### config.mk
export PLATFORM = sky130hd
export DESIGN_NAME = axis_tx_pkt_arb
export DESIGN_NICKNAME = d
export VERILOG_FILES = /design/src/rtl/axis_tx_pkt_arb.sv
export SDC_FILE = /design/constraint.sdc
export NUM_CORES = 1
export LEC_CHECK = 0
export CORE_AREA = 2 2 101 103
export DETAILED_ROUTE_END_ITERATION = 8
export DIE_AREA = 0 0 103 105
export PLACE_DENSITY = 0.88
export SYNTH_ARGS = -nofsm -noshare
export SYNTH_HDL_FRONTEND = slang
export SYNTH_SLANG_ARGS = --single-unit
### constraint.sdc
create_clock -name clk -period 3 [get_ports clk]
set_input_delay 0.6 -clock clk [delete_from_list [all_inputs] [get_ports clk]]
set_output_delay 0.6 -clock clk [all_outputs]
set_load 0.005 [all_outputs]
### src/rtl/axis_tx_pkt_arb.sv
// axis_tx_pkt_arb: two-input, packet-locked, round-robin AXI-Stream arbiter
// feeding the LMAC TX path. Packets longer than MAX_PKT_BEATS are cut with a
// forced tlast, and the remainder of the source packet is drained.
//
// Ports:
//   clk, reset                  single clock, asynchronous active-high reset
//   s0_axis_* / s1_axis_*       requester AXI-Stream slaves (64-bit data, 8-bit keep)
//   m_axis_*                    AXI-Stream master toward LMAC TX
//   grant                       one-hot active grant (bit0 = port 0, bit1 = port 1)
//   pkt_cnt0 / pkt_cnt1         wrapping count of packets forwarded per port
//   oversize_err                one-cycle pulse after a packet is truncated
module axis_tx_pkt_arb #(
  parameter int unsigned MAX_PKT_BEATS = 190,
  parameter int unsigned CNT_W         = 16
) (
  input  logic             clk,
  input  logic             reset,
  input  logic             s0_axis_tvalid,
  output logic             s0_axis_tready,
  input  logic [63:0]      s0_axis_tdata,
  input  logic [7:0]       s0_axis_tkeep,
  input  logic             s0_axis_tlast,
  input  logic             s1_axis_tvalid,
  output logic             s1_axis_tready,
  input  logic [63:0]      s1_axis_tdata,
  input  logic [7:0]       s1_axis_tkeep,
  input  logic             s1_axis_tlast,
  output logic             m_axis_tvalid,
  input  logic             m_axis_tready,
  output logic [63:0]      m_axis_tdata,
  output logic [7:0]       m_axis_tkeep,
  output logic             m_axis_tlast,
  output logic [1:0]       grant,
  output logic [CNT_W-1:0] pkt_cnt0,
  output logic [CNT_W-1:0] pkt_cnt1,
  output logic             oversize_err
);

  localparam int unsigned BEAT_W = (MAX_PKT_BEATS > 1) ? $clog2(MAX_PKT_BEATS) : 1;

  typedef enum logic [2:0] {
    IDLE     = 3'd0,
    GRANT0   = 3'd1,
    GRANT1   = 3'd2,
    DISCARD0 = 3'd3,
    DISCARD1 = 3'd4
  } state_e;

  state_e             state_q, state_d;
  logic               last_grant_q, last_grant_d;  // 0 = port 0, 1 = port 1
  logic [BEAT_W-1:0]  beat_cnt_q, beat_cnt_d;
  logic [CNT_W-1:0]   pkt_cnt0_q, pkt_cnt0_d;
  logic [CNT_W-1:0]   pkt_cnt1_q, pkt_cnt1_d;
  logic               oversize_q, oversize_d;
  logic               at_max;
  logic               m_hs;

  assign at_max = (beat_cnt_q == BEAT_W'(MAX_PKT_BEATS - 1));

  // Beat path: a pure mux selected by the registered state, so no latency is added.
  always_comb begin
    m_axis_tvalid  = 1'b0;
    m_axis_tdata   = '0;
    m_axis_tkeep   = '0;
    m_axis_tlast   = 1'b0;
    s0_axis_tready = 1'b0;
    s1_axis_tready = 1'b0;
    grant          = 2'b00;
    unique case (state_q)
      GRANT0: begin
        m_axis_tvalid  = s0_axis_tvalid;
        m_axis_tdata   = s0_axis_tdata;
        m_axis_tkeep   = s0_axis_tkeep;
        m_axis_tlast   = s0_axis_tlast | at_max;
        s0_axis_tready = m_axis_tready;
        grant          = 2'b01;
      end
      GRANT1: begin
        m_axis_tvalid  = s1_axis_tvalid;
        m_axis_tdata   = s1_axis_tdata;
        m_axis_tkeep   = s1_axis_tkeep;
        m_axis_tlast   = s1_axis_tlast | at_max;
        s1_axis_tready = m_axis_tready;
        grant          = 2'b10;
      end
      DISCARD0: s0_axis_tready = 1'b1;
      DISCARD1: s1_axis_tready = 1'b1;
      default: ;
    endcase
  end

  assign m_hs = m_axis_tvalid & m_axis_tready;

  // Arbitration, packet lock, truncation and counters.
  always_comb begin
    state_d      = state_q;
    last_grant_d = last_grant_q;
    beat_cnt_d   = beat_cnt_q;
    pkt_cnt0_d   = pkt_cnt0_q;
    pkt_cnt1_d   = pkt_cnt1_q;
    oversize_d   = 1'b0;
    unique case (state_q)
      IDLE: begin
        // On a tie, the port that was not granted last time wins.
        if (s0_axis_tvalid && (!s1_axis_tvalid || last_grant_q)) begin
          state_d      = GRANT0;
          last_grant_d = 1'b0;
          beat_cnt_d   = '0;
        end else if (s1_axis_tvalid) begin
          state_d      = GRANT1;
          last_grant_d = 1'b1;
          beat_cnt_d   = '0;
        end
      end
      GRANT0: begin
        if (m_hs) begin
          beat_cnt_d = beat_cnt_q + BEAT_W'(1);
          if (m_axis_tlast) pkt_cnt0_d = pkt_cnt0_q + CNT_W'(1);
          if (s0_axis_tlast) begin
            state_d = IDLE;
          end else if (at_max) begin
            state_d    = DISCARD0;
            oversize_d = 1'b1;
          end
        end
      end
      GRANT1: begin
        if (m_hs) begin
          beat_cnt_d = beat_cnt_q + BEAT_W'(1);
          if (m_axis_tlast) pkt_cnt1_d = pkt_cnt1_q + CNT_W'(1);
          if (s1_axis_tlast) begin
            state_d = IDLE;
          end else if (at_max) begin
            state_d    = DISCARD1;
            oversize_d = 1'b1;
          end
        end
      end
      DISCARD0: if (s0_axis_tvalid && s0_axis_tlast) state_d = IDLE;
      DISCARD1: if (s1_axis_tvalid && s1_axis_tlast) state_d = IDLE;
      default:  state_d = IDLE;
    endcase
  end

  always_ff @(posedge clk or posedge reset) begin
    if (reset) begin
      state_q      <= IDLE;
      last_grant_q <= 1'b1;
      beat_cnt_q   <= '0;
      pkt_cnt0_q   <= '0;
      pkt_cnt1_q   <= '0;
      oversize_q   <= 1'b0;
    end else begin
      state_q      <= state_d;
      last_grant_q <= last_grant_d;
      beat_cnt_q   <= beat_cnt_d;
      pkt_cnt0_q   <= pkt_cnt0_d;
      pkt_cnt1_q   <= pkt_cnt1_d;
      oversize_q   <= oversize_d;
    end
  end

  assign pkt_cnt0     = pkt_cnt0_q;
  assign pkt_cnt1     = pkt_cnt1_q;
  assign oversize_err = oversize_q;

endmodule

Yosys cells after proc, flatten, opt, wreduce, memory -nomap -nowiden. Cells that the tools add are included.

Equality and inequality tests: 13. Muxes and demuxes: 30. $add $sub $neg: 3. Bitwise operators: 3. Reductions and logical operators: 14.

Operator list (count): 64-bit one-hot mux with 2 select lines (1); 16-bit by 1-bit adder with 16-bit output, second input constant (2); 8-bit one-hot mux with 2 select lines (2); 3-bit two-way mux (10); 8-bit two-way mux (3); 3-bit one-hot mux with 5 select lines (1); 1-bit one-hot mux with 2 select lines (5); 3-bit != test, second input constant (3); 3-bit AND reduction (3); 8-bit by 1-bit adder with 8-bit output, second input constant (1); 8-bit equality test, second input constant (1); 2-bit != test, second input constant (4); 1-bit two-way mux (7); 7-bit AND reduction (1); 3-bit by 2-bit equality test with 1-bit output, second input constant (2); 2-bit one-hot mux with 2 select lines (1); 2-bit nonzero test (2); 3-bit by 1-bit equality test with 1-bit output, second input constant (1); 3-bit equality test, second input constant (1); 1-bit logical AND (3); 3-bit zero test (1); 2-bit by 1-bit != test with 1-bit output, second input constant (1); 1-bit bitwise OR (2); 2-bit AND reduction (1); other kinds (4) (4).

Bits of input ports: 151. Bits in registers: 45. Word-level logic and storage cells: 69. Output and inout bits: 111.

Depth between registers and ports, before layout. Gate-level depths: netlist of the first run.

Depth in word-level cells: 5. Mapped depth: 7. Mapped depth without buffers: 6.

Worst setup path after synthesis of the first run. Ideal clock, no wire load.

Path kind: register -> output. Start: reg state_q[2]. End: out m_axis_tdata[0]. Buffers on the path: 4. Setup slack: 0.625 ns. Stages on the path, launching flop included: 8. Data arrival time: 1.775 ns. Data required time: 2.400 ns. Path through: dfrtp_1 > buf_2 > or3b_2 > clkbuf_1 > inv_1 > buf_2 > buf_2 > a22o_1.

Cells in the longest elaborated chain, start to end: 2. Elaborated cells between the ends (all ways): 3. Those cells by class: 2 x eq/ne; 1 x mux.

Ends and longest elaborated chain: start: declaration (line 49) `state_e state_q, state_d;`; start signal: assignment (line 154) `state_q <= state_d;`; 3-bit by 2-bit equality test with 1-bit output / 3-bit by 1-bit equality test with 1-bit output (equally long branches) (line 69) `unique case (state_q)`; 64-bit one-hot mux with 2 select lines (*) (line 69); end: declaration (line 30) `output logic [63:0] m_axis_tdata,`.

Every way passes the cells marked *; elsewhere a longest branch is shown, timed or not.

Worst setup path in the final report of the first run.
Start: reg state_q[2]. End: out m_axis_tkeep[2].

Cells in the longest elaborated chain, start to end: 2. Elaborated cells between the ends (all ways): 3. Those cells by class: 2 x eq/ne; 1 x mux.

Ends and longest elaborated chain: 3-bit by 2-bit equality test with 1-bit output / 3-bit by 1-bit equality test with 1-bit output (equally long branches) (line 69); 8-bit one-hot mux with 2 select lines (*) (line 69); end: declaration (line 31) `output logic [7:0] m_axis_tkeep,`.

Marked as above.

==> reports/results.ini, run 1 <==
[status]
outcome = completed

[clock_network]
cts_inserted_buffers = 5
cts_root_buffer = clkbuf_8
cts_tree = built
path_clk_slew_ps = 90
clock_latency_ps = 300
cts_buffer_depth = 2
cts.sinks = 45
h-tree-depth = 2
cts_hold_buf = 0

[grt]
grt_max_degree = 57
antenna_found_initial = 2
grt-ovfl-total = 0
first_global_vias = 3735
grt_pass1_wl_mm = 20.9
grtUsageTotal_pct = 25.4

[floorplan]
initial_utilization_pct = 31.5
die_h_um = 105
dieWidth_um = 103
row_count = 36
core_area_um2 = 9640
io_pins = 262
dieArea_um2 = 10800

[min_path]
hold-path-endpoint = pkt_cnt0[15]
min-delay-path-class = reg -> reg
worstHoldStart = pkt_cnt0[15]
hold_depth = 1

[route]
vias_per_cell = 5.25
drt-initial-drc-count = 224
wl_per_cell_um = 20.3
vias = 3740
wirelength_mm = 14.5
drtAntennaViolNets = 0
drc_errors = 0
dr.pass1.iters = 4

[setup_path]
slowest_delay_ps = 550
crit_family = buffers and inverters
r2r_end = pkt_cnt0[1]
cp_cell_sequence = or3b_2, inv_2, buf_8, a22o_1, clkdlybuf4s50_1
cp_max_fo = 20
worstPathRequired_ps = 2400
path_class = reg -> out
crit_path_end_kind = primary output
worst_path_max_delay_cell = or3b_2
r2r-start = state_q[0]
reg2reg_slack_ps = 780
rr_worst_depth = 6
cp.arrival_ps = 2320
critical_path_buf_inv_count = 3
critPathLaunchType = flop

[place]
dp.cells = 701
portBuffers = 261
preCtsSetupSlack_ps = 305
hpwl_mm = 11.7
place_congestion = 0.968

[cells_and_area]
drive_gt1_share_pct = 5.02
finish.utilization_pct = 61.7
nNetsFinal = 732
stdcell_count = 712
syn2layout_area_growth_pct = 95.8

[logic_synthesis]
synth_warnings = 0
synth_edf_count = 0
synth_seq_cells = 45
async_reset_ff_share_pct = 100
ys_seq_area_share_pct = 37.1
syn_area_per_cell_um2 = 9.50
ys_types = 48
synth_largest_area_cell = dfrtp_1
syn_area_um2 = 3040
synthTopCellsByArea = dfrtp_1, a22o_1, xor2_1, nor2_1, xnor2_1
syn_inst = 320
synth_top_cell_area_share_pct = 36.2
synth_common_cells = a22o_1, dfrtp_1, nor2_1
synth_nets = 475
synth_ff_type = dfrtp_1
yosysMostFrequentCell = a22o_1

[timing]
fmax_ghz = 0.343
rsz0062_at_grt = no
final_max_slew_viol_count = 0
slew-limit-headroom_pct = 62.5
tightestPinTransition_ps = 563
finalHoldViolations = 0
finalSetupViolCount = 0
fin_skew_ps = 10.0
min_period_ps = 2920
worst_slack_ps = 81.4
setup_tns_ps = 0
fin_crit_sh_pct = 97.3

[run]
drv_cap = 0

[power]
p_leak_uw = 0.00249
p_per_area_nw_per_um2 = 680
ir_worst_vdd_v = 0.000343

==> routing by layer <==
| metal | vias up | track usage, % | wire length (µm) |
|---|---|---|---|
| li1 | 1729 | - | - |
| met1 | 1771 | 29.9 | 5380 |
| met2 | 220 | 43.5 | 7200 |
| met3 | 18 | 8.90 | 1610 |
| met4 | 2 | 6.11 | 260 |
| met5 | - | 0 | 13 |
==> cell families (layout without fill, tap and decap cells) <==
kind of cell               Yosys count  after routing  share of synthesized area (%)
AOI/OAI and AO/OA                  101            101                           27.5
xor gates and xnor gates            34             34                           9.80
adders and majority gates            4              4                           1.65
buffers and inverters               30            288                           4.03
DFF                                 45             45                           37.1
muxes                                7              7                           2.59
other                                0              1                              0
and+or+nand+nor                     99             99                           17.4
==> what timing repair did <==
action,in CTS,in global routing
gates resized for setup,0,3
buffers inserted,0,1
hold endpoints to repair,0,0
setup endpoints to repair,0,22
==> state kept, by name, summed over array words and instances, names as in the netlist <==
register / cells
pkt_cnt0: 16
state_q: 3
pkt_cnt1: 16
beat_cnt_q: 8
oversize_err: 1
last_grant_q: 1
==> area by class of cell <==
cell class                      instances  area, µm²
Fill cell                             821       3690
Timing Repair Buffer                  272       2750
Multi-Input combinational cell        245       1790
Sequential cell                        45       1130
Tap cell                              133        166
Clock buffer                            6       72.6
Inverter                                8       30.0
Clock inverter                          2       15.0
Antenna cell                            1       2.50
==> power breakdown <==
group	switching (µW)	total, µW	internal, µW
registers	60.6	732	672
logic	1210	2930	1720
clock network	215	380	164
==> placed cells by master (no fill, tap or decap), types with 4 or more instances in the layout <==
cell and n:
o21ai_0 6, xor2_1 23, a22o_1 73, nand4_1 8, xnor2_1 11, nor2_1 26
nor3_1 10, inv_1 7, nand2_1 17, clkbuf_8 5, dfrtp_1 44, and3_1 6
buf_4 6, nand3_1 12, ha_1 4, clkdlybuf4s50_1 261
==> stage by stage <==
stage / cell area (µm²) / hold slack (ps) / total power, µW
floorplan: 3040 / 444 / 1960
global placement: 5820 / 458 / 3530
detailed placement: 5820 / 457 / 3590
CTS: 5910 / 473 / 3990
global route: 5950 / 511 / 4270
finish: 5950 / 469 / 4050
==> how the worst max path moves through the flow <==
stage	startpoint	endpoint	slack [ps]	depth (start not counted)
2_1_floorplan	state_q[2]	m_axis_tdata[0]	620	7
3_3_place_gp	s1_axis_tlast	m_axis_tlast	340	5
3_5_place_dp	s0_axis_tvalid	pkt_cnt0[14]	300	7
4_1_cts	state_q[2]	m_axis_tkeep[2]	40	5
5_1_grt	state_q[2]	m_axis_tkeep[2]	4	5
6_report	state_q[2]	m_axis_tkeep[2]	80	5
(Power assumes the default switching activity.)
==> run 2: changes to the inputs <==
--- a/constraint.sdc
+++ b/constraint.sdc
@@ -3,2 +3,2 @@
 set_output_delay 0.6 -clock clk [all_outputs]
-set_load 0.005 [all_outputs]
+set_load 0.1 [all_outputs]
==> run 2 against run 1 <==
Cell count rose by 0.28%; flip-flop and latch count did not move; clock skew fell by 3.7 ps; non-clock buffer count shrank 2; wire length rose by 3.8%; count of clock-buffer cells in the layout is the same; first-iteration DRC count up 67%; worst setup slack gained 22 ps; fmax rose by 0.75%; via count increased by 1.8%; register-to-register slack improved by 40 ps; hold slack better by 15 ps; critical path type unchanged.
==> reports/results.ini, run 2 (synthesis results as in run 1) <==
[floorplan]
core_area_um2 = 9640  ; unchanged
die_h_um = 105  ; unchanged
row_count = 36  ; unchanged
dieArea_um2 = 10800  ; unchanged
io_pins = 262  ; unchanged
initial_utilization_pct = 31.5  ; unchanged
dieWidth_um = 103  ; unchanged

[clock_network]
cts_buffer_depth = 2  ; unchanged
cts_resized = 0  ; unchanged
cts_hold_buf = 0  ; unchanged
cts.sinks = 45  ; unchanged
post-cts-setup-buffer-count = 0  ; unchanged
cts_tree = built
cts_inserted_buffers = 5  ; unchanged
cts_root_buffer = clkbuf_8
clock_latency_ps = 310  ; about the same
path_clk_slew_ps = 90  ; about the same
h-tree-depth = 2  ; unchanged

[cells_and_area]
final_common_cell = clkdlybuf4s50_1
seq_area_um2 = 1130  ; unchanged
layout_common_cells = clkdlybuf4s50_1, buf_12, a22o_2
stdcell_count = 714  ; +0.28%
design_area_um2 = 6740  ; +13%
syn2layout_area_growth_pct = 122
drive_gt1_share_pct = 34.4  ; +29 points
multi_input_area_um2 = 1870  ; +4.3%
nNetsFinal = 730  ; -0.27%
final.fill_count = 726  ; -12%

[route]
drtAntennaViolNets = 0  ; unchanged
wirelength_mm = 15.0  ; +3.8%
wl_per_cell_um = 21.0  ; +3.5%
vias_per_cell = 5.33  ; +1.6%
dr.pass1.iters = 7  ; +3
drc_errors = 0  ; unchanged
drt-initial-drc-count = 375  ; +67%
vias = 3809  ; +1.8%

[timing]
final_max_slew_viol_count = 0  ; unchanged
rsz0062_at_grt = no
tightestPinTransition_ps = 732  ; +169 ps
finalHoldViolations = 0  ; unchanged
finalSetupViolCount = 0  ; unchanged
slew-limit-headroom_pct = 51.2  ; -11 points
fin_crit_sh_pct = 96.6  ; -0.72 points
fin_skew_ps = 6.27  ; -3.74 ps
min_period_ps = 2900  ; -21.6 ps
worst_slack_ps = 103  ; +21.6 ps
fmax_ghz = 0.345  ; +0.75%
setup_tns_ps = 0  ; unchanged

[setup_path]
cp.arrival_ps = 2300  ; -20 ps
path_class = reg -> out
r2r-start = state_q[2]
rr_worst_depth = 6  ; unchanged
crit_path_end_kind = primary output
worstPathRequired_ps = 2400  ; about the same
r2r_end = pkt_cnt0[5]
critPathLaunchType = flop
reg2reg_slack_ps = 820  ; +40 ps
cp_max_fo = 57  ; +190%

[min_path]
min-delay-path-class = reg -> reg
hold-path-endpoint = pkt_cnt0[15]
worstHoldStart = pkt_cnt0[15]
hold_depth = 1  ; unchanged

[grt]
grt_pass1_wl_mm = 21.6  ; +3.7%
grt_max_degree = 70  ; +23%
first_global_vias = 3662  ; -2.0%
grtUsageTotal_pct = 26.7  ; +1.3 points
antenna_found_initial = 10  ; +8
grt-ovfl-total = 0  ; unchanged

[place]
dp.cells = 701  ; unchanged
portBuffers = 261  ; unchanged
hpwl_mm = 12.7  ; +8.2%
dpl_cell_area_um2 = 6610  ; +14%
place_congestion = 0.894  ; -7.6%
preCtsSetupSlack_ps = 420  ; +115 ps

[status]
outcome = completed

[run]
drv_cap = 0  ; unchanged

## run 2: cell count changes in the layout (fill, tap and decap cells not counted), sizes merged
| cell | before | now |
|---|---|---|
| buf | 10 | 120 |
| bufinv | 0 | 1 |
| clkbuf | 7 | 6 |
| clkdlybuf4s50 | 261 | 150 |
| clkinvlp | 2 | 1 |
| diode | 1 | 5 |
## run 2: critical path: stages, from the launching register on
cell and delay [ps]:
dfrtp_1 540, or3b_2 620, inv_2 120, buf_12 250, a22o_1 250, buf_12 190
## run 2: final cells by class
cell class	count	area share (%)
antenna	5	0.186
multi-input combinational	245	27.7
timing repair buffer	270	50.7
sequential	45	16.7
clock buffer	6	1.23
clock inverter	2	0.557
tap	133	2.47
inverter	8	0.446
## run 2: routing by layer
layer | wire length, µm | up-vias | global-route usage (%)
met2 | 7040 | 220 | 42.4
met3 | 1780 | 28 | 10.6
met5 | 54 | - | 0
met1 | 5980 | 1829 | 35.1
li1 | - | 1724 | -
met4 | 161 | 8 | 3.20
## run 2: how the worst max path moves through the flow
stage | startpoint | endpoint | slack (ps) | cells after the start
after CTS | state_q[2] | m_axis_tdata[12] | 110 | 5
after global placement | state_q[2] | m_axis_tdata[12] | 500 | 5
final | state_q[2] | m_axis_tdata[12] | 100 | 5
after global routing | state_q[2] | m_axis_tdata[11] | 40 | 5
after detailed placement | s1_axis_tvalid | pkt_cnt0[14] | 420 | 7
after floorplan | state_q[2] | m_axis_tdata[12] | -270 | 6
## run 2: stage by stage
step           util, %  hold WS, ps
6_report          69.9          485
5_1_grt           69.8          502
4_1_cts           69.8          485
3_5_place_dp      68.5          469
3_3_place_gp      68.5          456
2_1_floorplan        -          444
Power of run 2 is left out: the tool's default activity adds up to more than one toggle a clock period on the data nets, which glitch-free logic cannot reach.
